## config.mk

```make
export PLATFORM = sky130hd
export DESIGN_NAME = decode_ctrl_stage
export DESIGN_NICKNAME = d
export VERILOG_FILES = /design/src/rtl/decode_ctrl_stage.sv
export SDC_FILE = /design/constraint.sdc
export NUM_CORES = 1
export LEC_CHECK = 0
export BUFFER_PORTS_ARGS = -buffer_cell sky130_fd_sc_hd__buf_2
export CAP_MARGIN = 20
export CORE_MARGIN = 3
export CORE_UTILIZATION = 40
export CTS_CLUSTER_DIAMETER = 30
export DETAILED_ROUTE_END_ITERATION = 8
export HOLD_SLACK_MARGIN = 0.15
export SLEW_MARGIN = 40
export SYNTH_ARGS = -nofsm -noshare
export SYNTH_HDL_FRONTEND = slang
export SYNTH_SLANG_ARGS = --single-unit
export TNS_END_PERCENT = 30
```

## constraint.sdc

```tcl
create_clock -name clk_i -period 5.56 [get_ports clk_i]
set_clock_uncertainty 0.2 [all_clocks]
set_input_delay 0.556 -clock clk_i [delete_from_list [all_inputs] [get_ports clk_i]]
set_output_delay 0.556 -clock clk_i [all_outputs]
set_load 0.02 [all_outputs]
```

## src/rtl/decode_ctrl_stage.sv

```systemverilog
// Decode/control stage: turns a 32-bit RV32I instruction into a registered control bundle,
// with a valid/ready handshake, flush, and an optional load-use bubble.
module decode_ctrl_stage #(
  parameter int ALUOP_W      = 8,
  parameter int CNT_W        = 16,
  parameter int LU_INTERLOCK = 1
) (
  input  logic               clk_i,
  input  logic               rst_i,
  input  logic               inst_valid_i,
  input  logic [31:0]        inst_i,
  output logic               inst_ready_o,
  input  logic               ex_ready_i,
  input  logic               flush_i,
  output logic               out_valid_o,
  output logic               branch_o,
  output logic               jump_o,
  output logic               memread_o,
  output logic               memwrite_o,
  output logic               memtoreg_o,
  output logic               alusrc_o,
  output logic               regwrite_o,
  output logic               reg_read1_e_o,
  output logic               reg_read2_e_o,
  output logic [ALUOP_W-1:0] aluop_o,
  output logic [4:0]         rs1_o,
  output logic [4:0]         rs2_o,
  output logic [4:0]         rd_o,
  output logic               illegal_o,
  output logic [CNT_W-1:0]   bubble_cnt_o
);

  localparam logic [6:0] OPC_LOAD   = 7'b0000011;
  localparam logic [6:0] OPC_OPIMM  = 7'b0010011;
  localparam logic [6:0] OPC_AUIPC  = 7'b0010111;
  localparam logic [6:0] OPC_STORE  = 7'b0100011;
  localparam logic [6:0] OPC_OP     = 7'b0110011;
  localparam logic [6:0] OPC_LUI    = 7'b0110111;
  localparam logic [6:0] OPC_BRANCH = 7'b1100011;
  localparam logic [6:0] OPC_JALR   = 7'b1100111;
  localparam logic [6:0] OPC_JAL    = 7'b1101111;

  localparam logic [6:0] F7_BASE = 7'b0000000;
  localparam logic [6:0] F7_ALT  = 7'b0100000;

  localparam logic [3:0] ALU_NOP  = 4'd0;
  localparam logic [3:0] ALU_ADD  = 4'd1;
  localparam logic [3:0] ALU_SUB  = 4'd2;
  localparam logic [3:0] ALU_SLL  = 4'd3;
  localparam logic [3:0] ALU_SLT  = 4'd4;
  localparam logic [3:0] ALU_SLTU = 4'd5;
  localparam logic [3:0] ALU_XOR  = 4'd6;
  localparam logic [3:0] ALU_SRL  = 4'd7;
  localparam logic [3:0] ALU_SRA  = 4'd8;
  localparam logic [3:0] ALU_OR   = 4'd9;
  localparam logic [3:0] ALU_AND  = 4'd10;

  typedef enum logic {
    ST_RUN    = 1'b0,
    ST_BUBBLE = 1'b1
  } state_t;

  typedef struct packed {
    logic branch;
    logic jump;
    logic memread;
    logic memwrite;
    logic memtoreg;
    logic alusrc;
    logic regwrite;
    logic re1;
    logic re2;
  } ctrl_t;

  function automatic logic [CNT_W-1:0] sat_inc(input logic [CNT_W-1:0] v);
    if (&v) begin
      return v;
    end else begin
      return v + {{(CNT_W-1){1'b0}}, 1'b1};
    end
  endfunction

  logic [6:0]       w_opcode;
  logic [2:0]       w_f3;
  logic [6:0]       w_f7;
  logic [4:0]       w_rs1;
  logic [4:0]       w_rs2;
  logic [4:0]       w_rd;
  ctrl_t            w_raw;
  logic [3:0]       w_raw_alu;
  logic             w_illegal;
  ctrl_t            w_dec;
  logic [3:0]       w_dec_alu;
  logic [4:0]       w_dec_rs1;
  logic [4:0]       w_dec_rs2;
  logic [4:0]       w_dec_rd;
  logic             w_hazard;
  logic             w_capture;
  state_t           w_state_nxt;

  state_t           r_state;
  logic             r_out_valid;
  ctrl_t            r_ctrl;
  logic [ALUOP_W-1:0] r_aluop;
  logic [4:0]       r_rs1;
  logic [4:0]       r_rs2;
  logic [4:0]       r_rd;
  logic             r_illegal;
  logic [CNT_W-1:0] r_bubble_cnt;

  assign w_opcode = inst_i[6:0];
  assign w_rd     = inst_i[11:7];
  assign w_f3     = inst_i[14:12];
  assign w_rs1    = inst_i[19:15];
  assign w_rs2    = inst_i[24:20];
  assign w_f7     = inst_i[31:25];

  // Raw opcode/funct decode; legality is judged here, masking happens below.
  always_comb begin
    w_raw     = '0;
    w_raw_alu = ALU_NOP;
    w_illegal = 1'b0;
    case (w_opcode)
      OPC_OP: begin
        w_raw.regwrite = 1'b1;
        w_raw.re1      = 1'b1;
        w_raw.re2      = 1'b1;
        if (w_f7 == F7_BASE) begin
          case (w_f3)
            3'b000:  w_raw_alu = ALU_ADD;
            3'b001:  w_raw_alu = ALU_SLL;
            3'b010:  w_raw_alu = ALU_SLT;
            3'b011:  w_raw_alu = ALU_SLTU;
            3'b100:  w_raw_alu = ALU_XOR;
            3'b101:  w_raw_alu = ALU_SRL;
            3'b110:  w_raw_alu = ALU_OR;
            3'b111:  w_raw_alu = ALU_AND;
            default: w_illegal = 1'b1;
          endcase
        end else if (w_f7 == F7_ALT) begin
          case (w_f3)
            3'b000:  w_raw_alu = ALU_SUB;
            3'b101:  w_raw_alu = ALU_SRA;
            default: w_illegal = 1'b1;
          endcase
        end else begin
          w_illegal = 1'b1;
        end
      end
      OPC_OPIMM: begin
        w_raw.alusrc   = 1'b1;
        w_raw.regwrite = 1'b1;
        w_raw.re1      = 1'b1;
        case (w_f3)
          3'b000: w_raw_alu = ALU_ADD;
          3'b010: w_raw_alu = ALU_SLT;
          3'b011: w_raw_alu = ALU_SLTU;
          3'b100: w_raw_alu = ALU_XOR;
          3'b110: w_raw_alu = ALU_OR;
          3'b111: w_raw_alu = ALU_AND;
          3'b001: begin
            if (w_f7 == F7_BASE) begin
              w_raw_alu = ALU_SLL;
            end else begin
              w_illegal = 1'b1;
            end
          end
          3'b101: begin
            if (w_f7 == F7_BASE) begin
              w_raw_alu = ALU_SRL;
            end else if (w_f7 == F7_ALT) begin
              w_raw_alu = ALU_SRA;
            end else begin
              w_illegal = 1'b1;
            end
          end
          default: w_illegal = 1'b1;
        endcase
      end
      OPC_LOAD: begin
        w_raw.memread  = 1'b1;
        w_raw.memtoreg = 1'b1;
        w_raw.alusrc   = 1'b1;
        w_raw.regwrite = 1'b1;
        w_raw.re1      = 1'b1;
        w_raw_alu      = ALU_ADD;
        w_illegal      = (w_f3 == 3'b011) || (w_f3 == 3'b110) || (w_f3 == 3'b111);
      end
      OPC_STORE: begin
        w_raw.memwrite = 1'b1;
        w_raw.alusrc   = 1'b1;
        w_raw.re1      = 1'b1;
        w_raw.re2      = 1'b1;
        w_raw_alu      = ALU_ADD;
        w_illegal      = w_f3[2] || (w_f3[1:0] == 2'b11);
      end
      OPC_BRANCH: begin
        w_raw.branch = 1'b1;
        w_raw.re1    = 1'b1;
        w_raw.re2    = 1'b1;
        w_raw_alu    = ALU_SUB;
        w_illegal    = (w_f3[2:1] == 2'b01);
      end
      OPC_LUI, OPC_AUIPC: begin
        w_raw.alusrc   = 1'b1;
        w_raw.regwrite = 1'b1;
        w_raw_alu      = ALU_ADD;
      end
      OPC_JAL: begin
        w_raw.jump     = 1'b1;
        w_raw.regwrite = 1'b1;
        w_raw_alu      = ALU_ADD;
      end
      OPC_JALR: begin
        w_raw.jump     = 1'b1;
        w_raw.regwrite = 1'b1;
        w_raw.alusrc   = 1'b1;
        w_raw.re1      = 1'b1;
        w_raw_alu      = ALU_ADD;
        w_illegal      = (w_f3 != 3'b000);
      end
      default: w_illegal = 1'b1;
    endcase
  end

  // Illegal instructions carry no side effects; x0 never gets written; disabled ports read 0.
  always_comb begin
    w_dec     = w_raw;
    w_dec_alu = w_raw_alu;
    w_dec_rd  = w_rd;
    if (w_illegal) begin
      w_dec     = '0;
      w_dec_alu = ALU_NOP;
      w_dec_rd  = 5'd0;
    end else if (w_rd == 5'd0) begin
      w_dec.regwrite = 1'b0;
    end else begin
      w_dec.regwrite = w_raw.regwrite;
    end
    w_dec_rs1 = w_dec.re1 ? w_rs1 : 5'd0;
    w_dec_rs2 = w_dec.re2 ? w_rs2 : 5'd0;
  end

  assign w_hazard = (LU_INTERLOCK != 0) && r_out_valid && r_ctrl.memread &&
                    (r_rd != 5'd0) && ex_ready_i && inst_valid_i &&
                    ((w_dec.re1 && (w_dec_rs1 == r_rd)) ||
                     (w_dec.re2 && (w_dec_rs2 == r_rd)));

  assign inst_ready_o = rst_i && !flush_i && (r_state == ST_RUN) && !w_hazard &&
                        (!r_out_valid || ex_ready_i);
  assign w_capture    = inst_valid_i && inst_ready_o;

  // Next-state logic: a load-use hazard costs exactly one BUBBLE cycle.
  always_comb begin
    w_state_nxt = r_state;
    if (flush_i) begin
      w_state_nxt = ST_RUN;
    end else begin
      case (r_state)
        ST_RUN: begin
          if (w_hazard) begin
            w_state_nxt = ST_BUBBLE;
          end else begin
            w_state_nxt = ST_RUN;
          end
        end
        ST_BUBBLE: w_state_nxt = ST_RUN;
        default:   w_state_nxt = ST_RUN;
      endcase
    end
  end

  // State register.
  always_ff @(posedge clk_i) begin
    if (!rst_i) begin
      r_state <= ST_RUN;
    end else begin
      r_state <= w_state_nxt;
    end
  end

  // Output bundle: reset > flush > capture > bubble > drain > hold.
  always_ff @(posedge clk_i) begin
    if (!rst_i) begin
      r_out_valid  <= 1'b0;
      r_ctrl       <= '0;
      r_aluop      <= ALUOP_W'(ALU_NOP);
      r_rs1        <= 5'd0;
      r_rs2        <= 5'd0;
      r_rd         <= 5'd0;
      r_illegal    <= 1'b0;
      r_bubble_cnt <= {CNT_W{1'b0}};
    end else if (flush_i) begin
      r_out_valid <= 1'b0;
    end else if (w_capture) begin
      r_out_valid <= 1'b1;
      r_ctrl      <= w_dec;
      r_aluop     <= ALUOP_W'(w_dec_alu);
      r_rs1       <= w_dec_rs1;
      r_rs2       <= w_dec_rs2;
      r_rd        <= w_dec_rd;
      r_illegal   <= w_illegal;
    end else if (w_hazard) begin
      r_out_valid  <= 1'b0;
      r_bubble_cnt <= sat_inc(r_bubble_cnt);
    end else if (ex_ready_i) begin
      r_out_valid <= 1'b0;
    end
  end

  assign out_valid_o   = r_out_valid;
  assign branch_o      = r_ctrl.branch;
  assign jump_o        = r_ctrl.jump;
  assign memread_o     = r_ctrl.memread;
  assign memwrite_o    = r_ctrl.memwrite;
  assign memtoreg_o    = r_ctrl.memtoreg;
  assign alusrc_o      = r_ctrl.alusrc;
  assign regwrite_o    = r_ctrl.regwrite;
  assign reg_read1_e_o = r_ctrl.re1;
  assign reg_read2_e_o = r_ctrl.re2;
  assign aluop_o       = r_aluop;
  assign rs1_o         = r_rs1;
  assign rs2_o         = r_rs2;
  assign rd_o          = r_rd;
  assign illegal_o     = r_illegal;
  assign bubble_cnt_o  = r_bubble_cnt;

endmodule

```

Yosys cells after proc, flatten, opt, wreduce, memory -nomap -nowiden --
Memory sizes are Yosys's and may differ from the RTL's. Cells that the tools add are included.
Cells by class: add/sub/neg operators 1, eq/ne operators 21, multiplexer cells 37, bitwise logic cells 5, reductions and logical operators 38
Operators with widths (number):
- one-hot mux 4 bit (8 select lines) | 1
- equality test 7 x 6 -> 1 bit (second input constant) | 4
- equality test 7 bit (second input constant) | 3
- two-way mux 1 bit | 20
- two-way mux 4 bit | 5
- OR reduction 6 bit | 3
- adder 16 x 1 -> 16 bit (second input constant) | 1
- one-hot mux 4 bit (4 select lines) | 1
- AND reduction 16 bit | 1
- two-way mux 5 bit | 3
- equality test 7 x 5 -> 1 bit (second input constant) | 2
- equality test 3 bit (second input constant) | 4
- logical AND 1 bit | 12
- equality test 5 bit | 2
- one-hot mux 4 bit (2 select lines) | 1
- equality test 7 x 2 -> 1 bit (second input constant) | 1
- logical NOT 7 bit | 1
- one-hot mux 1 bit (7 select lines) | 1
- OR reduction 7 bit | 1
- equality test 3 x 2 -> 1 bit (second input constant) | 2
- two-way mux 6 bit | 1
- nonzero test 3 bit | 2
- OR reduction 2 bit | 3
- OR reduction 3 bit | 2
- 13 further kinds | 25
Storage, ports and cells: flip-flop bits (word level) 47, bits in read-only memories 32, memories kept 1
Memory list:
- (name not given) | depth 8, bits a word 4, rd ports 1, clocked after memory_dff 0, wr ports 0, line 129 | case (w_f3)

Depth between registers and ports, before layout --
Gate-level depths: netlist of the first run.
word-level depth 18, mapped depth 12

Worst setup path before layout of the first run --
No wires, ideal clock.
path kind input to output, start point input port inst_i[14], end point output port inst_ready_o, arrival time 2560 ps, data required time 4804 ps, setup slack 2244 ps, cell stages on the path 12, buffers on the path 4, path through buf_2 -> clkbuf_1 -> inv_1 -> ha_1 -> nor2b_1 -> nor3_1 -> o221ai_1 -> nand3_1 -> buf_2 -> buf_1 -> nor2_1 -> nor2b_1
On the way: cells in the longest elaborated chain, start to end 15, elaborated cells on any way between the ends 29
Ends and longest elaborated chain:
- from (decl) | line 11 | input logic [31:0] inst_i,
- equality test 3 bit or logical NOT 3 bit (tied branches) | line 141, 154
- OR reduction 2 bit (no source line)
- two-way mux 1 bit | line 141 | case (w_f3)
- two-way mux 1 bit | line 140 | end else if (w_f7 == F7_ALT) begin
- two-way mux 1 bit | line 128 | if (w_f7 == F7_BASE) begin
- one-hot mux 1 bit (7 select lines) * | line 123 | case (w_opcode)
- two-way mux 2 bit * | line 231 | if (w_illegal) begin
- two-way mux 5 bit (on tied branches) | line 240, 241
- equality test 5 bit (on tied branches) | line 246, 247
- logical AND 1 bit (on tied branches) | line 246, 247
- logical OR 1 bit * | line 246 | ((w_dec.re1 && (w_dec_rs1 == r_rd)) ||
- logical AND 1 bit * | line 245 | (r_rd != 5'd0) && ex_ready_i && inst_valid_i &&
- logical NOT 1 bit * | line 249 | assign inst_ready_o = rst_i && !flush_i && (r_state == ST_RUN) && !w_hazard &&
- logical AND 1 bit * (2 in series) | line 249
- to (decl) | line 12 | output logic inst_ready_o,
Every way passes the cells marked *; elsewhere a longest branch is shown, timed or not.

Worst setup path after layout of the first run --
start point input port rst_i, end point output port inst_ready_o
On the way: cells in the longest elaborated chain, start to end 4
Ends and longest elaborated chain:
- from (decl) | line 9 | input logic rst_i,
- logical AND 1 bit (4 in series) | line 249
Every way passes these cells.

==> results of run 1 <==
-- registers in the layout (all words and copies together), names as in the netlist, 4 cells and up --
name and cells:
aluop_o 4, bubble_cnt_o 16, rd_o 5, rs1_o 5, rs2_o 5
-- Yosys cell counts (2+ instances only) --
cell type / instances / share of area [%]
sky130_fd_sc_hd__a21oi_1: 13 / 2.2
sky130_fd_sc_hd__or4_1: 12 / 3.0
sky130_fd_sc_hd__ha_1: 8 / 3.3
sky130_fd_sc_hd__o31ai_1: 10 / 2.5
sky130_fd_sc_hd__a21boi_0: 2 / 0.50
sky130_fd_sc_hd__buf_6: 2 / 0.75
sky130_fd_sc_hd__nor2_1: 18 / 2.3
sky130_fd_sc_hd__nor4_2: 2 / 0.83
sky130_fd_sc_hd__nand4_1: 17 / 3.5
sky130_fd_sc_hd__o211ai_1: 4 / 1.0
sky130_fd_sc_hd__o21ai_0: 8 / 1.3
sky130_fd_sc_hd__xor2_1: 5 / 1.5
sky130_fd_sc_hd__buf_2: 5 / 0.83
sky130_fd_sc_hd__and3_1: 8 / 1.7
sky130_fd_sc_hd__nor2b_1: 4 / 0.83
sky130_fd_sc_hd__mux2i_1: 34 / 11
sky130_fd_sc_hd__o311a_1: 2 / 0.67
sky130_fd_sc_hd__inv_1: 8 / 1.0
sky130_fd_sc_hd__buf_4: 9 / 2.3
sky130_fd_sc_hd__and3b_1: 2 / 0.58
sky130_fd_sc_hd__clkbuf_1: 14 / 1.8
sky130_fd_sc_hd__nand2_1: 56 / 7.0
sky130_fd_sc_hd__o2111ai_1: 2 / 0.58
sky130_fd_sc_hd__nor4b_1: 2 / 0.58
sky130_fd_sc_hd__nand2b_1: 11 / 2.3
sky130_fd_sc_hd__dfxtp_1: 46 / 31
sky130_fd_sc_hd__xnor2_1: 6 / 1.8
sky130_fd_sc_hd__nor3_1: 10 / 1.7
sky130_fd_sc_hd__a31oi_1: 3 / 0.63
sky130_fd_sc_hd__mux2_2: 2 / 0.75
sky130_fd_sc_hd__nor4_1: 4 / 0.83
sky130_fd_sc_hd__nand3_1: 20 / 3.3
-- per-stage QoR --
step	cell area, sq um	power, W	std cells	setup slack [ns]
final	3557	0.0006708	536	2.184
after global routing	3557	0.0006988	536	1.965
after CTS	3557	0.0006765	536	2.229
after detailed placement	3447	0.0004281	528	2.171
after global placement	3410	0.0004258	526	2.085
after floorplan	3012	0.0003982	375	2.244
-- per-layer routing --
metal	global-route usage (%)	vias to the layer above	share of wire [%]
met3	2.112	9	5.5
met1	24.60	1346	47
met5	0	-	0
met2	29.06	101	46
met4	5.074	0	1.4
li1	-	1483	-
-- layout by cell type, fill, tap and decap left out, drive strengths merged, types with 5 or more instances in the layout --
cell | Yosys | layout
nor3 | 10 | 10
dfxtp | 46 | 46
or4 | 12 | 12
o31ai | 10 | 10
nand4 | 17 | 17
xnor2 | 6 | 6
inv | 8 | 8
nand2 | 56 | 56
ha | 8 | 8
nand3 | 20 | 20
nor2 | 18 | 18
and3 | 8 | 8
a21oi | 13 | 13
o21ai | 10 | 10
nand2b | 11 | 11
nor4 | 6 | 6
xor2 | 5 | 5
clkbuf | 14 | 6
mux2i | 34 | 34
buf | 17 | 88
-- final timing paths --
| path | startpoint | end | slack (ns) | depth (start not counted) |
|---|---|---|---|---|
| worst max-delay path | rst_i | inst_ready_o | 2.18 | 6 |
| worst min-delay path | r_state | r_state | 0.23 | 1 |
| worst max register to register | rd_o[3] | regwrite_o | 2.97 | 8 |
| worst min register to register | r_state | r_state | 0.23 | 1 |
-- cell type report --
| cell class | instances | area, sq um | area share [%] |
|---|---|---|---|
| clock buffer | 6 | 72.57 | 2.040 |
| tap | 96 | 120.1 | 3.377 |
| multi-input combinational | 290 | 1908 | 53.64 |
| timing repair buffer | 88 | 467.9 | 13.16 |
| inverter | 8 | 30.03 | 0.8442 |
| clock inverter | 2 | 37.54 | 1.055 |
| sequential | 46 | 920.9 | 25.89 |
-- power by group through the flow --
stage	sequential, W	clock [W]	combinational (W)
final	0.000331	0.000250	0.0000903
after global routing	0.000331	0.000268	0.000100
after CTS	0.000331	0.000256	0.0000901
after detailed placement	0.000338	0	0.0000897
after global placement	0.000338	0	0.0000874
after floorplan	0.000339	0	0.0000592
-- critical path, delay by kind of cell --
kind | cells | cell delay [ns]
buffers and inverters | 4 | 1.17
AND/OR/NAND/NOR | 2 | 0.87
-- logic make-up (layout without fill, tap and decap cells) --
kind of cell | Yosys count | in the layout | synth area share (%)
compound gates | 57 | 57 | 13.14
xor+xnor | 11 | 11 | 3.211
fa+ha+maj | 8 | 8 | 3.336
buf+inv | 39 | 104 | 6.713
flops | 46 | 46 | 30.69
mux | 36 | 36 | 12.09
other cells | 1 | 4 | 0.1250
simple gates | 174 | 174 | 30.69
==> results_tabular.tex, run 1 <==
\begin{tabular}{lr}
\hline
Metric & Value \\
\hline
\multicolumn{2}{l}{\textbf{Status}} \\
\quad Outcome & finished, final reports clean \\
\multicolumn{2}{l}{\textbf{Die}} \\
\quad Die boundary height & around 90 microns \\
\quad Number of core rows & 30 \\
\quad I/O pin count & between 80 and 90 \\
\quad Width of the die & just over 90 microns \\
\quad Core Region & 0.007019 sq mm \\
\quad Starting density of the core & 42.75\% \\
\quad Die area & approximately 0.0086 sq mm \\
\multicolumn{2}{l}{\textbf{Critical path}} \\
\quad Crit. End Element & primary output \\
\quad Classification of the worst setup path & primary input to primary output \\
\quad Data arrival time of the critical path & 2.62 ns \\
\quad Cell with the largest stage delay on the worst path & sky130\_fd\_sc\_hd\_\_nor4b\_1 \\
\quad Maximum fanout count along the critical path & 61 \\
\quad CP startpoint kind & primary input \\
\quad Cell seen most often among critical-path stages & sky130\_fd\_sc\_hd\_\_buf\_2 \\
\quad CP Cell Sequence & buf\_2, buf\_4, inv\_1, nor4b\_1, nor2b\_1, buf\_2 \\
\quad Max incr delay on CP & between 0.6 and 0.7 ns \\
\quad Data required time at the worst endpoint & roughly 4.8 ns \\
\multicolumn{2}{l}{\textbf{Timing}} \\
\quad Min Hold Slack & approximately 0.23 ns \\
\quad Period utilisation layout & between 60\% and 70\% \\
\quad Count of final max-slew check failures & 0 \\
\quad Unrepaired setup endpoints after global routing & no \\
\quad Maximum clock rate & roughly 300 MHz \\
\quad Minimum clock period after layout & $\sim$3.4 ns \\
\quad Pin slew with the least headroom to its limit & 0.6627 ns \\
\quad Final-report setup violation count & 0 \\
\quad Post-route setup TNS & 0 ns \\
\quad Final count of hold timing violations & 0 \\
\quad Max-slew headroom at the worst pin & a little under three fifths \\
\multicolumn{2}{l}{\textbf{Drt}} \\
\quad Average vias per placed instance & about 5.5 \\
\quad Drt initial violations & 174 \\
\quad Total number of vias & just under 3000 \\
\quad Count of TritonRoute iterations in the first routing pass & 4 \\
\quad Average detailed-routed wire length per instance & between 10 and 15 microns \\
\quad Final routed wirelength across all metal layers & a little under 8 mm \\
\quad Count of unresolved DRC violations after routing & 0 \\
\quad Final ANT Viol Nets & 0 \\
\multicolumn{2}{l}{\textbf{Pwr}} \\
\quad Combinational share of power & 13.5\% \\
\quad Sequential cell fraction of total power & between 40\% and 50\% \\
\quad Internal power & approximately 0.00050 W \\
\quad Worst VDD drop & 0.1189 mV \\
\quad Proportion of total power due to net switching & about 26\% \\
\quad Lkg Pwr & 1.558 nW \\
\quad Clk network pwr share & a little under two fifths \\
\quad Net load switching power & between 0.00015 and 0.0002 W \\
\quad Power density cells & approximately 190 mW/mm\^{}2 \\
\multicolumn{2}{l}{\textbf{Synthesis}} \\
\quad Number of standard cells after synthesis & $\sim$370 \\
\quad Number of enable-type register cells in the synthesized netlist & 0 \\
\quad Count of different cell masters after synthesis & 55 \\
\quad Mean instance size in the synthesized netlist & $\sim$8.1 sq um \\
\quad Prevailing post-synth register cell & sky130\_fd\_sc\_hd\_\_dfxtp\_1 \\
\quad Post-synthesis sequential area ratio & a little under a third \\
\quad Share of async-settable or async-resettable flops after synthesis & 0\% \\
\quad Area of the mapped netlist & 0.003000 sq mm \\
\quad Number of synthesized register bits & 46 \\
\quad Number of warning messages in the yosys log & 0 \\
\multicolumn{2}{l}{\textbf{Cells and area}} \\
\quad Fill cells & 727 \\
\quad Util after Layout & 50.68\% \\
\quad Diodes inserted & 0 \\
\quad Layout Nets & approximately 480 \\
\quad Share of post-route cells with drive strength above 1 & around 24\% \\
\quad Signed area change from the synthesized netlist to the final layout & 18.56\% \\
\multicolumn{2}{l}{\textbf{Global route}} \\
\quad Global-route total usage across every layer & about 18\% \\
\quad Pin count of the biggest net entering global routing & 62 \\
\quad Remaining global-route overflow & 0 \\
\quad Vias in the first global route & 2626 \\
\quad Initial antenna violation count & 0 \\
\quad First-pass GRT wire length & 12.70 mm \\
\multicolumn{2}{l}{\textbf{Placed design}} \\
\quad Final weighted congestion in routability-driven placement & between 0.8 and 0.9 \\
\quad Detailed placer's ending HPWL & 5.764 mm \\
\quad Count of buffers inserted at the top-level ports & 83 \\
\multicolumn{2}{l}{\textbf{CTS}} \\
\quad Num CTS Buffers & 5 \\
\quad Htree depth & 2 \\
\quad Number of hold buffers added after CTS & 0 \\
\quad Clock-pin slew of the registers on the worst-case setup and hold paths & $\sim$0.090 ns \\
\quad Maximum root-to-sink buffer count & 2 \\
\quad Root buffer selected by CTS & sky130\_fd\_sc\_hd\_\_clkbuf\_8 \\
\quad Post-CTS setup buffer count & 0 \\
\quad Clock latency on the worst-skew pair & approximately 0.3 ns \\
\quad Clock tree from TritonCTS & done \\
\quad Clock Sinks & 46 \\
\quad Number of gates given a new drive strength after cts & 0 \\
\multicolumn{2}{l}{\textbf{Hold path}} \\
\quad Min-delay worst type & register to register \\
\multicolumn{2}{l}{\textbf{Flow run}} \\
\quad Count of maximum capacitance violations & 0 \\
\hline
\end{tabular}
(Power assumes the default switching activity.)
==> inputs of run 2 (changes only) <==
- PLACE_DENSITY: default -> 0.67
- clock period: 5.56 -> 2.9 ns (I/O delays scaled with it)
==> results_tabular.tex, run 2 (synthesized netlist as in run 1, its figures left out) <==
\begin{tabular}{lr}
\hline
Metric & Value \\
\hline
\multicolumn{2}{l}{\textbf{CTS}} \\
\quad Maximum root-to-sink buffer count & 2 (unchanged) \\
\quad Num CTS Buffers & 5 (unchanged) \\
\quad Clock Sinks & 46 (unchanged) \\
\quad Htree depth & 2 (unchanged) \\
\quad Clock tree from TritonCTS & done \\
\quad Clock latency on the worst-skew pair & 0.30 ns (about the same) \\
\quad Root buffer selected by CTS & sky130\_fd\_sc\_hd\_\_clkbuf\_8 \\
\quad Clock-pin slew of the registers on the worst-case setup and hold paths & 0.08 ns (about the same) \\
\multicolumn{2}{l}{\textbf{Timing}} \\
\quad Period utilisation layout & 93.61\% \\
\quad Final-report setup violation count & 0 (unchanged) \\
\quad Final count of hold timing violations & 0 (unchanged) \\
\quad Post-route setup TNS & 0 ns (unchanged) \\
\quad Minimum clock period after layout & between 2 and 3 ns \\
\quad Count of final max-slew check failures & 0 (unchanged) \\
\quad Final critical-path setup slack & 0.1854 ns (-1.999 ns) \\
\quad Unrepaired setup endpoints after global routing & no \\
\quad Maximum clock rate & between 300 and 400 MHz \\
\quad Max-slew headroom at the worst pin & 60.59\% (+4.9 points) \\
\quad Pin slew with the least headroom to its limit & 0.5835 ns (-0.07924 ns) \\
\multicolumn{2}{l}{\textbf{Critical path}} \\
\quad Max incr delay on CP & 0.55 ns (-0.10 ns) \\
\quad Critical path buffer and inverter count & 3 (-1) \\
\quad Cell with the largest stage delay on the worst path & sky130\_fd\_sc\_hd\_\_dlygate4sd3\_1 \\
\quad Cell seen most often among critical-path stages & sky130\_fd\_sc\_hd\_\_buf\_2 \\
\quad Maximum fanout count along the critical path & 14 (-77\%) \\
\quad Data arrival time of the critical path & 2.22 ns (-0.40 ns) \\
\quad Classification of the worst setup path & primary input to primary output \\
\quad CP startpoint kind & primary input \\
\quad CP delay by family, top & buffers and inverters \\
\quad Crit. End Element & primary output \\
\quad CP Cell Sequence & dlygate4sd3\_1, buf\_2, xnor2\_1, nand3\_1, nor4\_4, o21ai\_4, nor2\_1, nor2b\_1, buf\_2 \\
\quad Data required time at the worst endpoint & 2.41 ns (-2.39 ns) \\
\multicolumn{2}{l}{\textbf{Status}} \\
\quad Outcome & finished, final reports clean \\
\multicolumn{2}{l}{\textbf{Global route}} \\
\quad Pin count of the biggest net entering global routing & 61 (-1.6\%) \\
\quad Global-route total usage across every layer & 18.46\% (+0.66 points) \\
\quad Global Route met3 Usage & 3.006\% (+0.89 points) \\
\quad M1 GR Usage & 23.69\% (-0.91 points) \\
\quad Busiest layer in global routing & met2 \\
\quad First-pass GRT wire length & 13.14 mm (+3.5\%) \\
\quad Vias in the first global route & 2761 (+5.1\%) \\
\quad Initial antenna violation count & 0 (unchanged) \\
\quad Global routing usage on met2 & 31.66\% (+2.6 points) \\
\quad Remaining global-route overflow & 0 (unchanged) \\
\multicolumn{2}{l}{\textbf{Cells and area}} \\
\quad Most common cell after layout, fill and taps aside & sky130\_fd\_sc\_hd\_\_buf\_2 \\
\quad Most used cells in the layout excluding fill and tap cells & 83 x sky130\_fd\_sc\_hd\_\_buf\_2, 56 x sky130\_fd\_sc\_hd\_\_nand2\_1, 46 x sky130\_fd\_sc\_hd\_\_dfxtp\_1 \\
\quad Signed area change from the synthesized netlist to the final layout & 24.98\% \\
\quad Layout Nets & 505 (+4.3\%) \\
\quad Share of post-route cells with drive strength above 1 & 23.86\% (-0.46 points) \\
\quad Max reg flops & 16 (unchanged) \\
\quad Diodes inserted & 0 (unchanged) \\
\multicolumn{2}{l}{\textbf{Placed design}} \\
\quad Detailed placer's ending HPWL & 5.848 mm (+1.5\%) \\
\quad Worst setup slack before clock tree synthesis & 0.3131 ns (-1.858 ns) \\
\quad Count of buffers inserted at the top-level ports & 83 (unchanged) \\
\quad Final weighted congestion in routability-driven placement & 0.9037 (+9.4\%) \\
\multicolumn{2}{l}{\textbf{Drt}} \\
\quad Count of TritonRoute iterations in the first routing pass & 4 (unchanged) \\
\quad Count of unresolved DRC violations after routing & 0 (unchanged) \\
\quad Average vias per placed instance & 5.496 (+0.22\%) \\
\quad Total number of vias & 3061 (+4.2\%) \\
\quad Drt initial violations & 217 (+25\%) \\
\quad Final ANT Viol Nets & 0 (unchanged) \\
\quad Final routed wirelength across all metal layers & 8.298 mm (+5.6\%) \\
\quad Average detailed-routed wire length per instance & 14.90 microns (+1.6\%) \\
\multicolumn{2}{l}{\textbf{Pwr}} \\
\quad Power density cells & 327.8 mW/mm\^{}2 (+74\%) \\
\quad Worst VDD drop & 0.1777 mV (+49\%) \\
\quad Lkg Pwr & 1.647 nW (+5.7\%) \\
\multicolumn{2}{l}{\textbf{Die}} \\
\quad Die area & 0.008576 sq mm (unchanged) \\
\quad Core Region & 0.007019 sq mm (unchanged) \\
\quad Starting density of the core & 42.75\% (unchanged) \\
\quad Die boundary height & 92.61 microns (unchanged) \\
\quad I/O pin count & 88 (unchanged) \\
\quad Number of core rows & 30 (unchanged) \\
\quad Width of the die & 92.61 microns (unchanged) \\
\multicolumn{2}{l}{\textbf{Flow run}} \\
\quad Count of maximum capacitance violations & 0 (unchanged) \\
\multicolumn{2}{l}{\textbf{Hold path}} \\
\quad Min-delay worst type & primary input to register \\
\hline
\end{tabular}
run 2: what timing repair did:
action                                  CTS  global route
endpoints found under the setup margin    0             1
hold buffers                             17             0
buffers inserted                          0             0
hold endpoints to repair                 17             0
resized for setup                         0             1
run 2: path summary, 6_finish.rpt:
| kind | start | to | slack (ns) | cells past startpoint |
|---|---|---|---|---|
| max | inst_i[18] | inst_ready_o | 0.19 | 9 |
| min reg2reg | r_state | r_state | 0.23 | 1 |
| max reg2reg | rd_o[2] | bubble_cnt_o[8] | 0.56 | 6 |
| min | inst_i[3] | alusrc_o | 0.19 | 3 |
run 2: tightest hold or removal path, cell delays in order:
cell and delay, ns:
sky130_fd_sc_hd__buf_2 0.16, sky130_fd_sc_hd__or4_1 0.14, sky130_fd_sc_hd__mux2i_1 0.05
run 2: per-layer routing:
layer | share of wire (%) | vias up
met4 | 1.9 | 0
li1 | - | 1529
met5 | 0 | -
met1 | 44 | 1409
met2 | 49 | 108
met3 | 5.1 | 15
run 2: where the power goes:
| group | switching [W] | internal, W | total (W) |
|---|---|---|---|
| Sequential | 0.00000132 | 0.000632 | 0.000634 |
| Combinational | 0.000113 | 0.0000826 | 0.000196 |
| Clock | 0.000230 | 0.000170 | 0.000400 |
run 2: area by class of cell:
cell class | instances | area [sq um]
well taps | 96 | 120.1
multi-input cells | 291 | 1918
clock inverters | 3 | 21.27
clock buffers | 5 | 68.82
flip-flops and latches | 46 | 920.9
inverters | 8 | 30.03
repair buffers | 108 | 670.6
fillers | 689 | 3269
run 2: metrics by stage:
stage          utilization (%)  cells  instance area [sq um]  power [W]  hold slack [ns]
6_report                 53.42    557                   3750   0.001229           0.1933
4_1_cts                  53.17    556                   3732   0.001234           0.1860
3_3_place_gp             49.47    531                   3472  0.0008226           0.2203
2_1_floorplan                -    375                   3012  0.0007635           0.1667
3_5_place_dp             49.47    531                   3472  0.0008222           0.2157
5_1_grt                  53.42    557                   3750   0.001274           0.2315
==> inputs of run 3 (changes only) <==
- ABC_AREA: default -> 1
- PLACE_DENSITY: 0.67 -> 0.66
==> results_tabular.tex, run 3 <==
\begin{tabular}{lr}
\hline
Metric & Value \\
\hline
\multicolumn{2}{l}{\textbf{Status}} \\
\quad Outcome & finished, final reports clean \\
\multicolumn{2}{l}{\textbf{Die}} \\
\quad I/O pin count & 88 (unchanged) \\
\quad Starting density of the core & 41.96\% (-0.79 points) \\
\quad Die boundary height & 96.96 microns (+4.7\%) \\
\quad Die area & 0.009401 sq mm (+9.6\%) \\
\quad Number of core rows & 32 (+6.7\%) \\
\quad Width of the die & 96.96 microns (+4.7\%) \\
\quad Core Region & 0.007888 sq mm (+12\%) \\
\multicolumn{2}{l}{\textbf{Placed design}} \\
\quad Count of buffers inserted at the top-level ports & 83 (unchanged) \\
\quad Placement-stage cell area & 0.003795 sq mm (+9.3\%) \\
\quad Final weighted congestion in routability-driven placement & 0.8592 (-4.9\%) \\
\quad Detailed placer's ending HPWL & 6.806 mm (+16\%) \\
\multicolumn{2}{l}{\textbf{CTS}} \\
\quad Root buffer selected by CTS & sky130\_fd\_sc\_hd\_\_clkbuf\_8 \\
\quad Clock tree from TritonCTS & done \\
\quad Maximum root-to-sink buffer count & 2 (unchanged) \\
\quad Htree depth & 2 (unchanged) \\
\quad Clock-pin slew of the registers on the worst-case setup and hold paths & 0.09 ns (about the same) \\
\quad Clock latency on the worst-skew pair & 0.31 ns (about the same) \\
\quad Clock Sinks & 46 (unchanged) \\
\quad Num CTS Buffers & 5 (unchanged) \\
\multicolumn{2}{l}{\textbf{Critical path}} \\
\quad Classification of the worst setup path & primary input to primary output \\
\quad Maximum fanout count along the critical path & 8 (-6) \\
\quad Number of cells traversed by the worst register-to-register path & 10 (+4) \\
\quad CP startpoint kind & primary input \\
\quad Endpoint of the most critical setup path & inst\_ready\_o \\
\quad R2R setup slack & 0.53 ns (-0.03 ns) \\
\quad Data required time at the worst endpoint & 2.41 ns (about the same) \\
\quad Critical R2R Capture & bubble\_cnt\_o[12] \\
\quad Data arrival time of the critical path & 2.28 ns (+0.06 ns) \\
\quad CP startpoint & inst\_i[13] \\
\quad Crit. End Element & primary output \\
\quad Worst reg2reg path startpoint & bubble\_cnt\_o[0] \\
\multicolumn{2}{l}{\textbf{Pwr}} \\
\quad Worst VDD drop & 0.1922 mV (+8.1\%) \\
\quad Sequential cell fraction of total power & 49.9\% (-1.7 points) \\
\quad Net load switching power & 0.0004106 W (+19\%) \\
\quad Power density cells & 332.7 mW/mm\^{}2 (+1.5\%) \\
\quad Clk network pwr share & 31.6\% (-0.9 points) \\
\quad Total power of the final layout & 0.001318 W (+7.2\%) \\
\quad Proportion of total power due to net switching & 31.16\% (+3.1 points) \\
\quad Internal power & 0.0009073 W (+2.5\%) \\
\quad Lkg Pwr & 2.101 nW (+28\%) \\
\quad Combinational share of power & 18.5\% (+2.6 points) \\
\multicolumn{2}{l}{\textbf{Timing}} \\
\quad Minimum clock period after layout & 2.767 ns (+0.05230 ns) \\
\quad Final-report setup violation count & 0 (unchanged) \\
\quad Count of final max-slew check failures & 0 (unchanged) \\
\quad Max-slew headroom at the worst pin & 58.13\% (-2.5 points) \\
\quad Final count of hold timing violations & 0 (unchanged) \\
\quad Maximum clock rate & 361.4 MHz (-1.9\%) \\
\quad Pin slew with the least headroom to its limit & 0.6281 ns (+0.04461 ns) \\
\quad Post-route setup TNS & 0 ns (unchanged) \\
\quad Unrepaired setup endpoints after global routing & no \\
\quad Period utilisation layout & 95.41\% (+1.8 points) \\
\multicolumn{2}{l}{\textbf{Drt}} \\
\quad Final ANT Viol Nets & 0 (unchanged) \\
\quad Total number of vias & 3514 (+15\%) \\
\quad Count of unresolved DRC violations after routing & 0 (unchanged) \\
\quad Drt initial violations & 152 (-30\%) \\
\quad Final routed wirelength across all metal layers & 8.892 mm (+7.2\%) \\
\quad Average vias per placed instance & 4.774 (-13\%) \\
\quad Average detailed-routed wire length per instance & 12.08 microns (-19\%) \\
\quad Count of TritonRoute iterations in the first routing pass & 4 (unchanged) \\
\multicolumn{2}{l}{\textbf{Synthesis}} \\
\quad Number of standard cells after synthesis & 549 (+48\%) \\
\quad Count of different cell masters after synthesis & 39 (-29\%) \\
\quad Post-synthesis sequential area ratio & 27.83\% (-2.9 points) \\
\quad Share of async-settable or async-resettable flops after synthesis & 0\% (unchanged) \\
\quad Library cell occupying the most area in the post-synthesis netlist & sky130\_fd\_sc\_hd\_\_dfxtp\_1 \\
\quad Mean instance size in the synthesized netlist & 6.028 sq um (-25\%) \\
\quad Number of enable-type register cells in the synthesized netlist & 0 (unchanged) \\
\quad Number of synthesized register bits & 46 (unchanged) \\
\quad Ranking of synthesized cells by area & sky130\_fd\_sc\_hd\_\_dfxtp\_1 28\%, sky130\_fd\_sc\_hd\_\_nand2\_1 15\%, sky130\_fd\_sc\_hd\_\_inv\_1 12\% \\
\quad Area of the mapped netlist & 0.003309 sq mm (+10\%) \\
\quad Number of warning messages in the yosys log & 0 (unchanged) \\
\quad Prevailing post-synth register cell & sky130\_fd\_sc\_hd\_\_dfxtp\_1 \\
\quad Portion of synthesized cell area occupied by the leading cell type & 27.83\% (-2.9 points) \\
\quad Commonest cells in the synthesized netlist & 135 x sky130\_fd\_sc\_hd\_\_nand2\_1, 107 x sky130\_fd\_sc\_hd\_\_inv\_1, 80 x sky130\_fd\_sc\_hd\_\_nor2\_1 \\
\quad Most frequent cell after synthesis & sky130\_fd\_sc\_hd\_\_nand2\_1 \\
\multicolumn{2}{l}{\textbf{Cells and area}} \\
\quad Share of post-route cells with drive strength above 1 & 20.98\% (-2.9 points) \\
\quad Most common cell after layout, fill and taps aside & sky130\_fd\_sc\_hd\_\_nand2\_1 \\
\quad Most used cells in the layout excluding fill and tap cells & 135 x sky130\_fd\_sc\_hd\_\_nand2\_1, 107 x sky130\_fd\_sc\_hd\_\_inv\_1, 82 x sky130\_fd\_sc\_hd\_\_buf\_2 \\
\quad Diodes inserted & 0 (unchanged) \\
\quad Max reg flops & 16 (unchanged) \\
\quad Layout Nets & 678 (+34\%) \\
\quad Design area & 0.003961 sq mm (+5.6\%) \\
\quad Signed area change from the synthesized netlist to the final layout & 19.70\% \\
\multicolumn{2}{l}{\textbf{Hold path}} \\
\quad Min-delay worst type & primary input to register \\
\quad Worst Hold Depth & 5 (+2) \\
\multicolumn{2}{l}{\textbf{Global route}} \\
\quad Vias in the first global route & 3335 (+21\%) \\
\quad Initial antenna violation count & 0 (unchanged) \\
\quad Pin count of the biggest net entering global routing & 35 (-43\%) \\
\quad First-pass GRT wire length & 15.12 mm (+15\%) \\
\quad Remaining global-route overflow & 0 (unchanged) \\
\quad Global-route total usage across every layer & 18.79\% (+0.33 points) \\
\multicolumn{2}{l}{\textbf{Flow run}} \\
\quad Count of maximum capacitance violations & 0 (unchanged) \\
\hline
\end{tabular}
[run 3: area by class of cell]
| type | count | area, sq um |
|---|---|---|
| multi-input cells | 368 | 1827 |
| well taps | 102 | 127.6 |
| clock buffers | 5 | 68.82 |
| clock inverters | 3 | 23.77 |
| fillers | 858 | 3926 |
| inverters | 114 | 427.9 |
| repair buffers | 98 | 565.5 |
| flip-flops and latches | 46 | 920.9 |
[run 3: timing repair]
action | in CTS | in global routing
hold buffers | 4 | 0
resized for setup | 0 | 4
endpoints found under the setup margin | 0 | 1
hold endpoints to repair | 2 | 0
setup buffers | 0 | 2
[run 3: worst min-delay path by stage]
stage | startpoint | to
2_1_floorplan | flush_i | out_valid_o
3_3_place_gp | r_state | r_state
3_5_place_dp | rs1_o[3] | rs1_o[3]
4_1_cts | inst_i[15] | rs1_o[0]
5_1_grt | inst_i[10] | rd_o[3]
6_report | inst_i[15] | rs1_o[0]
[run 3: cells by family (layout without fill, tap and decap cells)]
kind of cell               Yosys count  in the layout  synth area share (%)
and+or+nand+nor                    309            310                 42.57
buffers and inverters              139            220                 17.92
DFF                                 46             46                 27.83
AOI/OAI and AO/OA                   44             44                 8.016
adders and majority gates            8              8                 3.025
xor gates and xnor gates             2              2                0.5294
other                                1              4                0.1133
[run 3: power by group through the flow]
stage          sequential [W]  clock (W)  combinational, W
2_1_floorplan        0.000693          0          0.000141
3_3_place_gp         0.000673          0          0.000231
3_5_place_dp         0.000673          0          0.000235
4_1_cts              0.000658   0.000433          0.000240
5_1_grt              0.000661   0.000459          0.000274
6_report             0.000658   0.000416          0.000243
[run 3: routing by layer]
layer  up-vias  routed length (microns)  GRT usage (%)
li1       1875                        -              -
met1      1521                     4178          25.19
met2       109                     4094          30.89
met3         9                      507          3.244
met4         0                      112          5.508
met5         -                        0              0
[run 3: stage by stage]
| stage | instances | util [%] | hold WS [ns] | setup WS [ns] |
|---|---|---|---|---|
| 2_1_floorplan | 552 | - | 0.2439 | 0.1212 |
| 3_3_place_gp | 721 | 48.06 | 0.2790 | 0.1262 |
| 3_5_place_dp | 721 | 48.11 | 0.2977 | 0.08970 |
| 4_1_cts | 733 | 49.79 | 0.1544 | 0.08261 |
| 5_1_grt | 736 | 50.22 | 0.1928 | 0.01399 |
| 6_report | 736 | 50.22 | 0.1572 | 0.1331 |
[run 3: critical path: stages]
cell and delay, ns:
sky130_fd_sc_hd__buf_2 0.16, sky130_fd_sc_hd__inv_1 0.09, sky130_fd_sc_hd__ha_1 0.22, sky130_fd_sc_hd__nand2_1 0.09, sky130_fd_sc_hd__nand2_1 0.07, sky130_fd_sc_hd__nand3_1 0.07, sky130_fd_sc_hd__nand2_1 0.14, sky130_fd_sc_hd__nand2_1 0.07
sky130_fd_sc_hd__nand2_1 0.16, sky130_fd_sc_hd__nand4_1 0.18, sky130_fd_sc_hd__a21oi_1 0.19, sky130_fd_sc_hd__nand3_1 0.15, sky130_fd_sc_hd__nand2_4 0.12, sky130_fd_sc_hd__a21boi_1 0.08, sky130_fd_sc_hd__buf_4 0.19
